--- src/rtl/demux_queue_pkg.sv ---
// Shared defaults and width helpers for the buffered 1-to-NOUT demultiplexer.
package demux_queue_pkg;

   localparam int DEFAULT_WIDTH = 32;
   localparam int DEFAULT_NOUT  = 4;
   localparam int DEFAULT_DEPTH = 2;

   // A count spans 0..n inclusive, so it needs one bit more than a pointer.
   function automatic int count_width(input int n);
      return $clog2(n) + 1;
   endfunction

endpackage

--- src/rtl/demux_fifo.sv ---
// Single-channel synchronous FIFO; the head word is visible on rdata
// whenever the FIFO is not empty.
module demux_fifo
   import demux_queue_pkg::*;
#(
   parameter int WIDTH = DEFAULT_WIDTH,
   parameter int DEPTH = DEFAULT_DEPTH
) (
   input  logic             clk,
   input  logic             rst,
   input  logic             push,
   input  logic [WIDTH-1:0] wdata,
   input  logic             pop,
   output logic [WIDTH-1:0] rdata,
   output logic             full,
   output logic             empty
);

   localparam int PW = $clog2(DEPTH);
   localparam int CW = count_width(DEPTH);
   localparam logic [CW-1:0] DEPTH_C = CW'(DEPTH);

   logic [WIDTH-1:0] mem [DEPTH];
   logic [PW-1:0]    rd_ptr_reg;
   logic [PW-1:0]    wr_ptr_reg;
   logic [CW-1:0]    count_reg;
   logic [CW-1:0]    count_next;
   logic             do_push;
   logic             do_pop;

   assign full    = (count_reg == DEPTH_C);
   assign empty   = (count_reg == '0);
   assign do_push = push && !full;
   assign do_pop  = pop && !empty;
   assign rdata   = mem[rd_ptr_reg];

   // Simultaneous push and pop leaves the count unchanged.
   always_comb begin
      count_next = count_reg;
      if (do_push && !do_pop) begin
         count_next = count_reg + 1'b1;
      end else if (do_pop && !do_push) begin
         count_next = count_reg - 1'b1;
      end
   end

   // DEPTH is a power of two, so the pointers wrap by plain overflow.
   always_ff @(posedge clk or posedge rst) begin
      if (rst) begin
         rd_ptr_reg <= '0;
         wr_ptr_reg <= '0;
         count_reg  <= '0;
      end else begin
         count_reg <= count_next;
         if (do_push) begin
            wr_ptr_reg <= wr_ptr_reg + 1'b1;
         end
         if (do_pop) begin
            rd_ptr_reg <= rd_ptr_reg + 1'b1;
         end
      end
   end

   always_ff @(posedge clk) begin
      if (do_push) begin
         mem[wr_ptr_reg] <= wdata;
      end
   end

endmodule

--- src/rtl/demux_queue.sv ---
// Buffered 1-to-NOUT demultiplexer: one input stream fans out into
// independent per-channel FIFOs, each draining through its own port.
module demux_queue
   import demux_queue_pkg::*;
#(
   parameter int  WIDTH = DEFAULT_WIDTH,
   parameter int  NOUT  = DEFAULT_NOUT,
   parameter int  DEPTH = DEFAULT_DEPTH,
   localparam int SELW  = $clog2(NOUT)
) (
   input  logic                  clk,
   input  logic                  rst,
   input  logic [WIDTH-1:0]      in_data,
   input  logic [SELW-1:0]       in_sel,
   input  logic                  in_valid,
   output logic                  in_ready,
   output logic [NOUT*WIDTH-1:0] out_data,
   output logic [NOUT-1:0]       out_valid,
   input  logic [NOUT-1:0]       out_ready,
   output logic                  err_sel
);

   localparam int NSEL = 1 << SELW;
   localparam logic [SELW:0] NOUT_C = (SELW + 1)'(NOUT);

   logic            in_range;
   logic [NSEL-1:0] full_pad;
   logic [NOUT-1:0] push_vec;
   logic [NOUT-1:0] empty_vec;
   logic            err_sel_reg;

   // Selector codes past NOUT are always accepted and then dropped.
   assign in_range = ({1'b0, in_sel} < NOUT_C);
   assign in_ready = in_range ? !full_pad[in_sel] : 1'b1;
   assign err_sel  = err_sel_reg;

   generate
      for (genvar gi = 0; gi < NOUT; gi++) begin : g_chan
         assign push_vec[gi]  = in_valid && in_range && (in_sel == SELW'(gi)) && !full_pad[gi];
         assign out_valid[gi] = !empty_vec[gi];

         demux_fifo #(
            .WIDTH (WIDTH),
            .DEPTH (DEPTH)
         ) u_fifo (
            .clk   (clk),
            .rst   (rst),
            .push  (push_vec[gi]),
            .wdata (in_data),
            .pop   (out_ready[gi]),
            .rdata (out_data[gi*WIDTH +: WIDTH]),
            .full  (full_pad[gi]),
            .empty (empty_vec[gi])
         );
      end

      // Unused selector codes read as never full so the mux stays total.
      for (genvar gi = NOUT; gi < NSEL; gi++) begin : g_pad
         assign full_pad[gi] = 1'b0;
      end
   endgenerate

   always_ff @(posedge clk or posedge rst) begin
      if (rst) begin
         err_sel_reg <= 1'b0;
      end else begin
         err_sel_reg <= in_valid && !in_range;
      end
   end

endmodule

--- config.mk ---
export PLATFORM = sky130hd
export DESIGN_NAME = demux_queue
export DESIGN_NICKNAME = d
export VERILOG_FILES = /design/src/rtl/demux_queue_pkg.sv /design/src/rtl/demux_fifo.sv /design/src/rtl/demux_queue.sv
export SDC_FILE = /design/constraint.sdc
export NUM_CORES = 1
export LEC_CHECK = 0
export CAP_MARGIN = 15
export CORE_AREA = 10 10 150 152
export DETAILED_ROUTE_END_ITERATION = 16
export DIE_AREA = 0 0 160 162
export PLACE_DENSITY_LB_ADDON = 0.05
export REMOVE_ABC_BUFFERS = 1
export SYNTH_ARGS = -nofsm -noshare
export SYNTH_HDL_FRONTEND = slang
export SYNTH_SLANG_ARGS = --single-unit
export TNS_END_PERCENT = 20
--- constraint.sdc ---
create_clock -name clk -period 4.8 [get_ports clk]
set_input_delay 1.44 -clock clk [delete_from_list [all_inputs] [get_ports clk]]
set_output_delay 1.44 -clock clk [all_outputs]
set_load 0.05 [all_outputs]
==> results.md, run 1 <==
Synth:
- The flip-flop and latch count after synthesis is 272.
- A synthesized cell averages 21.3 sq um.
- The gate count after technology mapping is 474.
- The Yosys step of the flow raised 0 warnings.
- The number of different library cells in the post-synthesis netlist is 26.
- The share of the Yosys chip area taken by registers is 0.801.
- The synthesized area is 10100 sq um.

Clock network:
- Clock-pin slew was measured on the worst setup and hold paths at around 0.060 ns.
- CTS saw 272 sinks.
- The post-cts gate resize count is 0.
- In this run the clock root is driven by a clkbuf_16.
- The largest buffer count on any clock path is 3.
- CTS built an H-tree with a depth of 1.
- The number of buffers inserted during clock tree synthesis is 27.
- The clock latency at the later pin of the worst-skew pair is 0.53 ns.
- The CTS tree is done.
- The post-CTS setup repair buffer count is 0.
- The count of hold-fix buffers inserted at cts is 0.

Setup path:
- The slowest stage of the critical path is the clkdlybuf4s50_1 cell.
- The critical path required time is approximately 3.4 ns.
- Grouping stages by cell kind, the critical path spends the most delay in buffers and inverters.
- For the worst setup path, the data arrival time is 2.81 ns.
- The most critical setup path has its startpoint at in_sel[0].
- The largest incremental delay on the critical path is 0.61 ns.
- The largest fanout of any net on the critical path is 6.
- The worst setup path is launched from a primary input.
- The class of the most critical setup path is primary input to primary output.
- In this run the critical register-to-register path is launched from g_chan[0].u_fifo.count_reg[0].
- The worst setup path is captured at a primary output.
- The number of buffers and inverters on the critical path is 2.
- The critical path goes through clkdlybuf4s50_1, mux4_2, buf_4.

Timing:
- For this run, the top clock speed supported by timing is 236 MHz.
- The final worst clock skew is 0.0137 ns.
- The measured slew at the worst slew-check pin is 1.01 ns.
- Once routing completed, OpenROAD measured the worst setup slack at 0.554 ns.
- Dividing the final minimum period by the clock period gives 0.885.
- Measured against its own limit, the worst slew margin works out to 0.329.
- The total count of hold-check failures in the final report came to 0.
- The number of pins exceeding their max-slew limit in the final report is 0.
- Setup repair after global routing left no endpoint under its margin.
- The worst path in the final design needs a cycle of 4.25 ns, including I/O delays and setup.
- The final setup violation count is 0.

Global routing:
- For met1 alone, demand over resource in global routing was 0.209.
- In the global route stage, met3 resource usage came out at 0.0427.
- The most congested layer reported by global routing is met2.
- The global-route usage over all layers is 0.169.
- The largest net degree at the start of global routing is 34.
- The first global-routing pass estimated around 34000 um of wire.
- The initial antenna violation count was 0.
- The met2 track demand over resource is 0.296.
- After global routing the overflow that remains totals 0.
- The number of global-route vias before repair was 5504.

Flow run:
- Across the run, the number of max-cap violations was 0.

Finish:
- The final net count is 711.
- The area growth from synthesis to layout is 27.9%.
- The layout filler cell count is 1335.
- The repair_antennas step left the layout with diodes totalling 0.
- After routing the design area is 12900 sq um.
- For this run, the number of standard cells in the final layout without fillers is 948.
- At the end of the flow the core is filled with cells to 0.665.
- The register with the most flip-flops in the layout has 256 of them.
- The fraction of final layout cells sized beyond drive strength 1 is 0.283.

Detailed routing:
- The overall via count from detail_route is 4978.
- The final routed wire length divided by cell count is 23.8 um.
- The DRC violations left is 0.
- The number of detailed-route iterations in the first pass is 4.
- The average via count per standard cell is 5.25.
- The detailed router finished its first iteration with 230 violations.
- In this run the remaining antenna-violating nets after routing total 0.
- Wires add up to about 23000 um.

Floorplan:
- For this configuration, the core starts out at a cell density of 0.520.
- The core outline area is just under 20000 sq um.
- The floorplan step set the die width to 160 um.
- The row count is just over 50.
- The floorplan step defined a die boundary enclosing 25900 sq um.
- The number of top-level pins is about 180.
- The y dimension of the die is 162 um.

Hold path:
- The hold path startpoint is g_chan[0].u_fifo.wr_ptr_reg.
- The class of the most critical hold timing path is flip-flop to flip-flop.

Run status:
- The flow ran to the end, and the final reports show no timing, DRC or antenna violations.

Placement:
- The placed instances occupy a cell area of 12100 sq um.
- The routability-driven placement congestion ratio is 0.749.
- Summed over all nets, the half-perimeter wirelength after detailed placement is approximately 14000 um.
- OpenSTA, run right after detailed placement, puts the worst setup slack at 0.565 ns.
- The total instance count after detailed placement is 902.
- The number of I/O port buffers is 173.

Pwr:
- The total leakage power is 0.00432 uW.
- After layout, the design draws a total of 8060 uW.
- Of the total power, registers draw 0.391.
- The cell-internal power is 5050 uW.
- The share of total power in the clock network is 0.235.
- The power share of the combinational group is 0.374.
- The power dissipated by switching net loads is 3010 uW.
- The worst vdd rail ir drop is between 300 and 400 uV.
- In this run the power density over the cells is 624 nW/um^2.
- Of the total power, the share spent switching nets is 0.373.
-- cell type report --
type,count,area [sq um],share of cell area
Sequential cell,272,8090,0.627
Clock buffer,32,694,0.0538
Clock inverter,14,92.6,0.00717
Inverter,1,3.75,0.000291
Timing Repair Buffer,180,1780,0.138
Multi-Input combinational cell,184,1910,0.148
Tap cell,265,332,0.0257
-- path summary, 6_finish.rpt --
| check | to | slack, ns | cells past startpoint |
|---|---|---|---|
| worst max-delay path | in_ready | 0.55 | 3 |
| worst min-delay path | g_chan[0].u_fifo.wr_ptr_reg | 0.48 | 1 |
| worst max register to register | g_chan[0].u_fifo.mem[1][29] | 2.71 | 3 |
| worst min register to register | g_chan[0].u_fifo.wr_ptr_reg | 0.48 | 1 |
| max in group asynchronous | g_chan[3].u_fifo.rd_ptr_reg | 3.06 | 2 |
| min in group asynchronous | g_chan[2].u_fifo.count_reg[1] | 1.30 | 2 |
-- logic make-up after synthesis --
| group | count (synthesis) | synth area share |
|---|---|---|
| xor+xnor | 20 | 0.0174 |
| fa+ha+maj | 4 | 0.00496 |
| buf+inv | 18 | 0.0120 |
| flops | 272 | 0.801 |
| mux | 129 | 0.145 |
| other cells | 1 | 0.000371 |
| simple gates | 30 | 0.0191 |
-- metrics by stage --
step / hold slack (ns) / TNS (ns)
after global routing: 0.508 / 0
after global placement: 0.464 / 0
after detailed placement: 0.473 / 0
after CTS: 0.484 / 0
after floorplan: 0.448 / -10.93
final: 0.482 / 0
-- worst reg2reg max path: stages, from the launching register on --
cell and delay [ns]:
dfrtp_1 0.41, nand2b_1 0.16, and4bb_2 0.30, and2_2 0.82
-- power groups by stage --
stage	sequential [uW]	clock [uW]	combinational, uW
after floorplan	3090	0	2040
after global placement	3200	0	3020
after detailed placement	3210	0	3040
after CTS	3160	1940	3050
after global routing	3190	2040	3130
final	3150	1890	3010
-- cells in the mapped netlist (all sizes together) --
cell type | number | area (sq um)
nor2 | 4 | 15.0
inv | 1 | 3.75
buf | 17 | 118
mux4 | 1 | 22.5
and4b | 1 | 11.3
edfxtp | 256 | 7690
and4bb | 1 | 12.5
and2 | 4 | 26.3
or2 | 4 | 25.0
dfrtp | 16 | 400
ha | 4 | 50.1
nor4 | 1 | 6.26
xor2 | 12 | 105
and4 | 1 | 11.3
nand2 | 5 | 21.3
conb | 1 | 3.75
and2b | 1 | 7.51
nor2b | 3 | 21.3
xnor2 | 8 | 70.1
mux2 | 128 | 1440
nor3 | 1 | 10.0
nand2b | 4 | 25.0
-- metal layers --
metal	wire, um	vias to the layer above
met2	11400	162
met5	0	-
met1	9460	2568
met3	1430	24
li1	-	2224
met4	246	0
-- placed cells by master, fill, tap and decap left out, types with 2 or more instances in the layout --
master / instances
dfrtp_1: 12
and2_2: 4
clkinv_2: 4
xor2_1: 12
clkbuf_16: 27
mux2_2: 128
xnor2_1: 8
ha_1: 4
clkdlybuf4s50_1: 172
nand2_1: 4
nor2_1: 4
edfxtp_1: 256
or2_2: 4
nand2b_1: 4
buf_4: 8
clkinv_1: 7
nor2b_4: 2
clkbuf_1: 5
dfrtp_2: 4
No activity file was read; power rests on OpenSTA's default activity.
==> run 2, diff against run 1 <==
--- a/config.mk
+++ b/config.mk
@@ -7,6 +7,7 @@
 export LEC_CHECK = 0
 export CAP_MARGIN = 15
 export CORE_AREA = 10 10 150 152
+export CTS_CLUSTER_DIAMETER = 60
 export DETAILED_ROUTE_END_ITERATION = 16
 export DIE_AREA = 0 0 160 162
 export PLACE_DENSITY_LB_ADDON = 0.05
==> results of run 2 <==
Final layout, timing and power as in run 1 (identical DEF).
==> run 3, diff against run 2 <==
--- a/config.mk
+++ b/config.mk
@@ -5,9 +5,9 @@
 export SDC_FILE = /design/constraint.sdc
 export NUM_CORES = 1
 export LEC_CHECK = 0
-export CAP_MARGIN = 15
 export CORE_AREA = 10 10 150 152
 export CTS_CLUSTER_DIAMETER = 60
+export CTS_CLUSTER_SIZE = 10
 export DETAILED_ROUTE_END_ITERATION = 16
 export DIE_AREA = 0 0 160 162
 export PLACE_DENSITY_LB_ADDON = 0.05
==> constraint.sdc (replaced) <==
create_clock -name clk -period 4.8 [get_ports clk]
set_input_delay 0.96 -clock clk [delete_from_list [all_inputs] [get_ports clk]]
set_output_delay 0.96 -clock clk [all_outputs]
set_load 0.05 [all_outputs]
==> run 3 against run 2 <==
  * Via count grew 0.80%
  * Cell area rose by 0.21%
  * First-iteration DRC count rose by 23%
  * Critical path depth stayed put
  * Non-clock buffer count is 3 lower
  * Clock power increased by 5%
  * Hold slack got worse by 0.0032 ns
  * Total power up 0.82%
  * Highest routed layer unchanged
==> results.md, run 3 (synthesis results as in run 1) <==
Setup path:
- The largest fanout of any net on the critical path was 6 (unchanged).
- The slowest stage of the critical path belongs to the cell clkdlybuf4s50_1.
- The critical path required time is 3.84 ns (+0.48 ns).
- The family with the most delay on the worst path is buffers and inverters.
- The sum of buffers and inverters on the critical path was 2 (unchanged).
- The largest incremental delay on the critical path is 0.72 ns (+0.11 ns).
- STA classifies the critical path startpoint as a primary input.
- The data arrival time at the worst-slack endpoint is 2.84 ns (+0.03 ns).
- The cell repeated most along the worst path is clkdlybuf4s50_1.
- The element type at the critical path end is a primary output.
- The critical path goes through clkdlybuf4s50_1, mux4_2, clkdlybuf4s50_1.
- The critical path is of the primary input to primary output type.

Finish:
- The flip-flop count of the largest register, all copies and words added is 256 (unchanged).
- From synthesis to final layout, the design area changed by 28.1%.
- The count of antenna diodes in the layout is 0 (unchanged).
- The fraction of final layout cells sized beyond drive strength 1 is 0.277 (-0.00529).
- The most common cell after layout, fill and taps aside is edfxtp_1.
- In the layout the commonest cells are edfxtp_1, clkdlybuf4s50_1, mux2_2, clkbuf_16.
- The final net count is 712 (+0.14%).
- The core occupancy in the finished layout is 0.667 (+0.00142).
- The layout filler cell count is 1333 (-0.15%).

Timing:
- Setup repair after global routing left no endpoint under its margin.
- The final setup violation count was 0 (unchanged).
- The total count of hold-check failures in the final report is 0 (unchanged).
- The remaining max-slew budget at the tightest pin came to 0.329 (about the same).
- The achievable frequency is 263 MHz (+12%).
- The post-route worst setup slack is 0.998 ns (+0.444 ns).
- The number of pins exceeding their max-slew limit in the final report is 0 (unchanged).
- The post-route worst hold slack is 0.479 ns (-0.00322 ns).
- The measured slew at the worst slew-check pin is 1.01 ns (-0.000279 ns).
- The final worst clock skew is 0.0303 ns (+0.0166 ns).
- The share of the clock period used by the worst path was 0.792 (-0.0924).
- The final critical delay including setup and external delays is 3.80 ns (-0.444 ns).
- The sum of negative setup slack came to 0 ns (unchanged).

Detailed routing:
- The number of detailed-route iterations in the first pass is 4 (unchanged).
- The overall via count from detail_route is 5018 (+0.80%).
- The total wire length is 22100 um (-2.0%).
- The DRC violations left was 0 (unchanged).
- The number of DRC violations after detailed-routing iteration 0 came to 283 (+23%).
- The average via count per standard cell came to 5.32 (+1.3%).
- The final routed wire length divided by cell count is 23.4 um (-1.4%).
- The remaining antenna violation count after routing was 0 (unchanged).

Clock network:
- The CTS tree is done.
- The largest buffer count on any clock path is 3 (unchanged).
- The clock root buffer is clkbuf_16.
- The number of H-tree branching levels is 1 (unchanged).
- The post-CTS setup repair buffer count is 0 (unchanged).
- The number of sinks handled by clock tree synthesis is 272 (unchanged).
- The number of buffers inserted during clock tree synthesis came to 31 (+15%).
- The count of hold-fix buffers inserted at cts is 0 (unchanged).
- The clock latency at the later pin of the worst-skew pair came to 0.54 ns (about the same).
- The clock-pin slew on the worst setup and hold paths is 0.05 ns (about the same).
- The post-cts gate resize count is 0 (unchanged).

Global routing:
- The initial antenna violation count is 0 (unchanged).
- The global-route usage over all layers is 0.166 (-0.00305).
- The wire length of the first global-routing pass is 33400 um (-0.96%).
- The largest net degree at the start of global routing is 34 (unchanged).
- The number of global-route vias before repair is 5587 (+1.5%).
- The remaining global-route overflow is 0 (unchanged).

Placement:
- The final HPWL from detailed placement is 13300 um (-2.1%).
- The routability-driven placement congestion ratio is 0.761 (+1.6%).
- The pre-CTS setup slack was 1.01 ns (+0.440 ns).
- The number of I/O port buffers was 173 (unchanged).

Run status:
- The flow ran to the end, and the final reports show no timing, DRC or antenna violations.

Floorplan:
- The core outline area is 19400 sq um (unchanged).
- The row count is 51 (unchanged).
- The y dimension of the die came to 162 um (unchanged).
- The area of the die is 25900 sq um (unchanged).
- The initial core utilization was 0.520 (unchanged).
- The horizontal die dimension was 160 um (unchanged).
- The number of top-level pins is 175 (unchanged).

Pwr:
- The overall power after layout came to 8120 uW (+0.82%).
- The worst vdd rail ir drop is 455 uV (+14%).
- The power per unit of standard cell area is 628 nW/um^2 (+0.60%).
- The total leakage power is 0.00433 uW (+0.11%).

Flow run:
- The number of maximum-capacitance constraint violations is 0 (unchanged).

Hold path:
- The class of the most critical hold timing path is flip-flop to flip-flop.
==> run 3: changes by cell type in the layout (fill, tap and decap cells not counted) <==
| cell | delta |
|---|---|
| buf_4 | -4 |
| bufinv_16 | -1 |
| clkbuf_1 | +6 |
| clkbuf_16 | +4 |
| clkdlybuf4s50_1 | +1 |
| clkinv_1 | -7 |
| clkinv_2 | -4 |
| clkinvlp_4 | -1 |
| inv_6 | +1 |
==> run 3: layer usage <==
| layer | track usage | share of wire | vias to the layer above | wire [um] |
|---|---|---|---|---|
| met4 | 0.0351 | 0.013 | 0 | 290 |
| li1 | - | - | 2223 | - |
| met5 | 0 | 0 | - | 0 |
| met2 | 0.281 | 0.50 | 163 | 11000 |
| met1 | 0.210 | 0.43 | 2605 | 9460 |
| met3 | 0.0458 | 0.061 | 27 | 1350 |
==> run 3: area by class of cell <==
class                           count  area (sq um)  area share
Clock buffer                       42           817      0.0632
Clock inverter                      2          17.5     0.00135
Multi-Input combinational cell    184          1910       0.148
Tap cell                          265           332      0.0256
Inverter                            1          3.75    0.000290
Sequential cell                   272          8090       0.626
Timing Repair Buffer              177          1760       0.136
==> run 3: worst paths after layout <==
check                                               from  depth (start not counted)  slack (ns)                             to
setup / recovery                               in_sel[0]                          3         1.0                       in_ready
hold / removal               g_chan[0].u_fifo.wr_ptr_reg                          1        0.48    g_chan[0].u_fifo.wr_ptr_reg
setup reg to reg           g_chan[1].u_fifo.count_reg[0]                          4        2.69    g_chan[1].u_fifo.mem[0][21]
hold reg to reg              g_chan[0].u_fifo.wr_ptr_reg                          1        0.48    g_chan[0].u_fifo.wr_ptr_reg
max in group asynchronous                            rst                          2        3.55    g_chan[2].u_fifo.rd_ptr_reg
min in group asynchronous                            rst                          2        0.81  g_chan[0].u_fifo.count_reg[1]
==> run 3: report_power, final <==
part           internal [uW]  total (uW)  switching, uW  leakage (uW)
registers               2830        3200            363       0.00250
clock network           1160        1990            823      0.000404
logic                   1130        2940           1810       0.00142
total                   5130        8120           2990       0.00433
==> run 3: metrics by stage <==
stage,std cells,area [sq um]
floorplan,457,9980
global placement,899,12100
detailed placement,899,12100
CTS,943,12900
global route,943,12900
finish,943,12900
==> run 3: worst reg2reg max path: stages, from the launching register on <==
cell      delay (ns)
dfrtp_1         0.40
nand2b_1        0.15
and4b_2         0.29
nor2b_4         0.55
buf_4           0.41
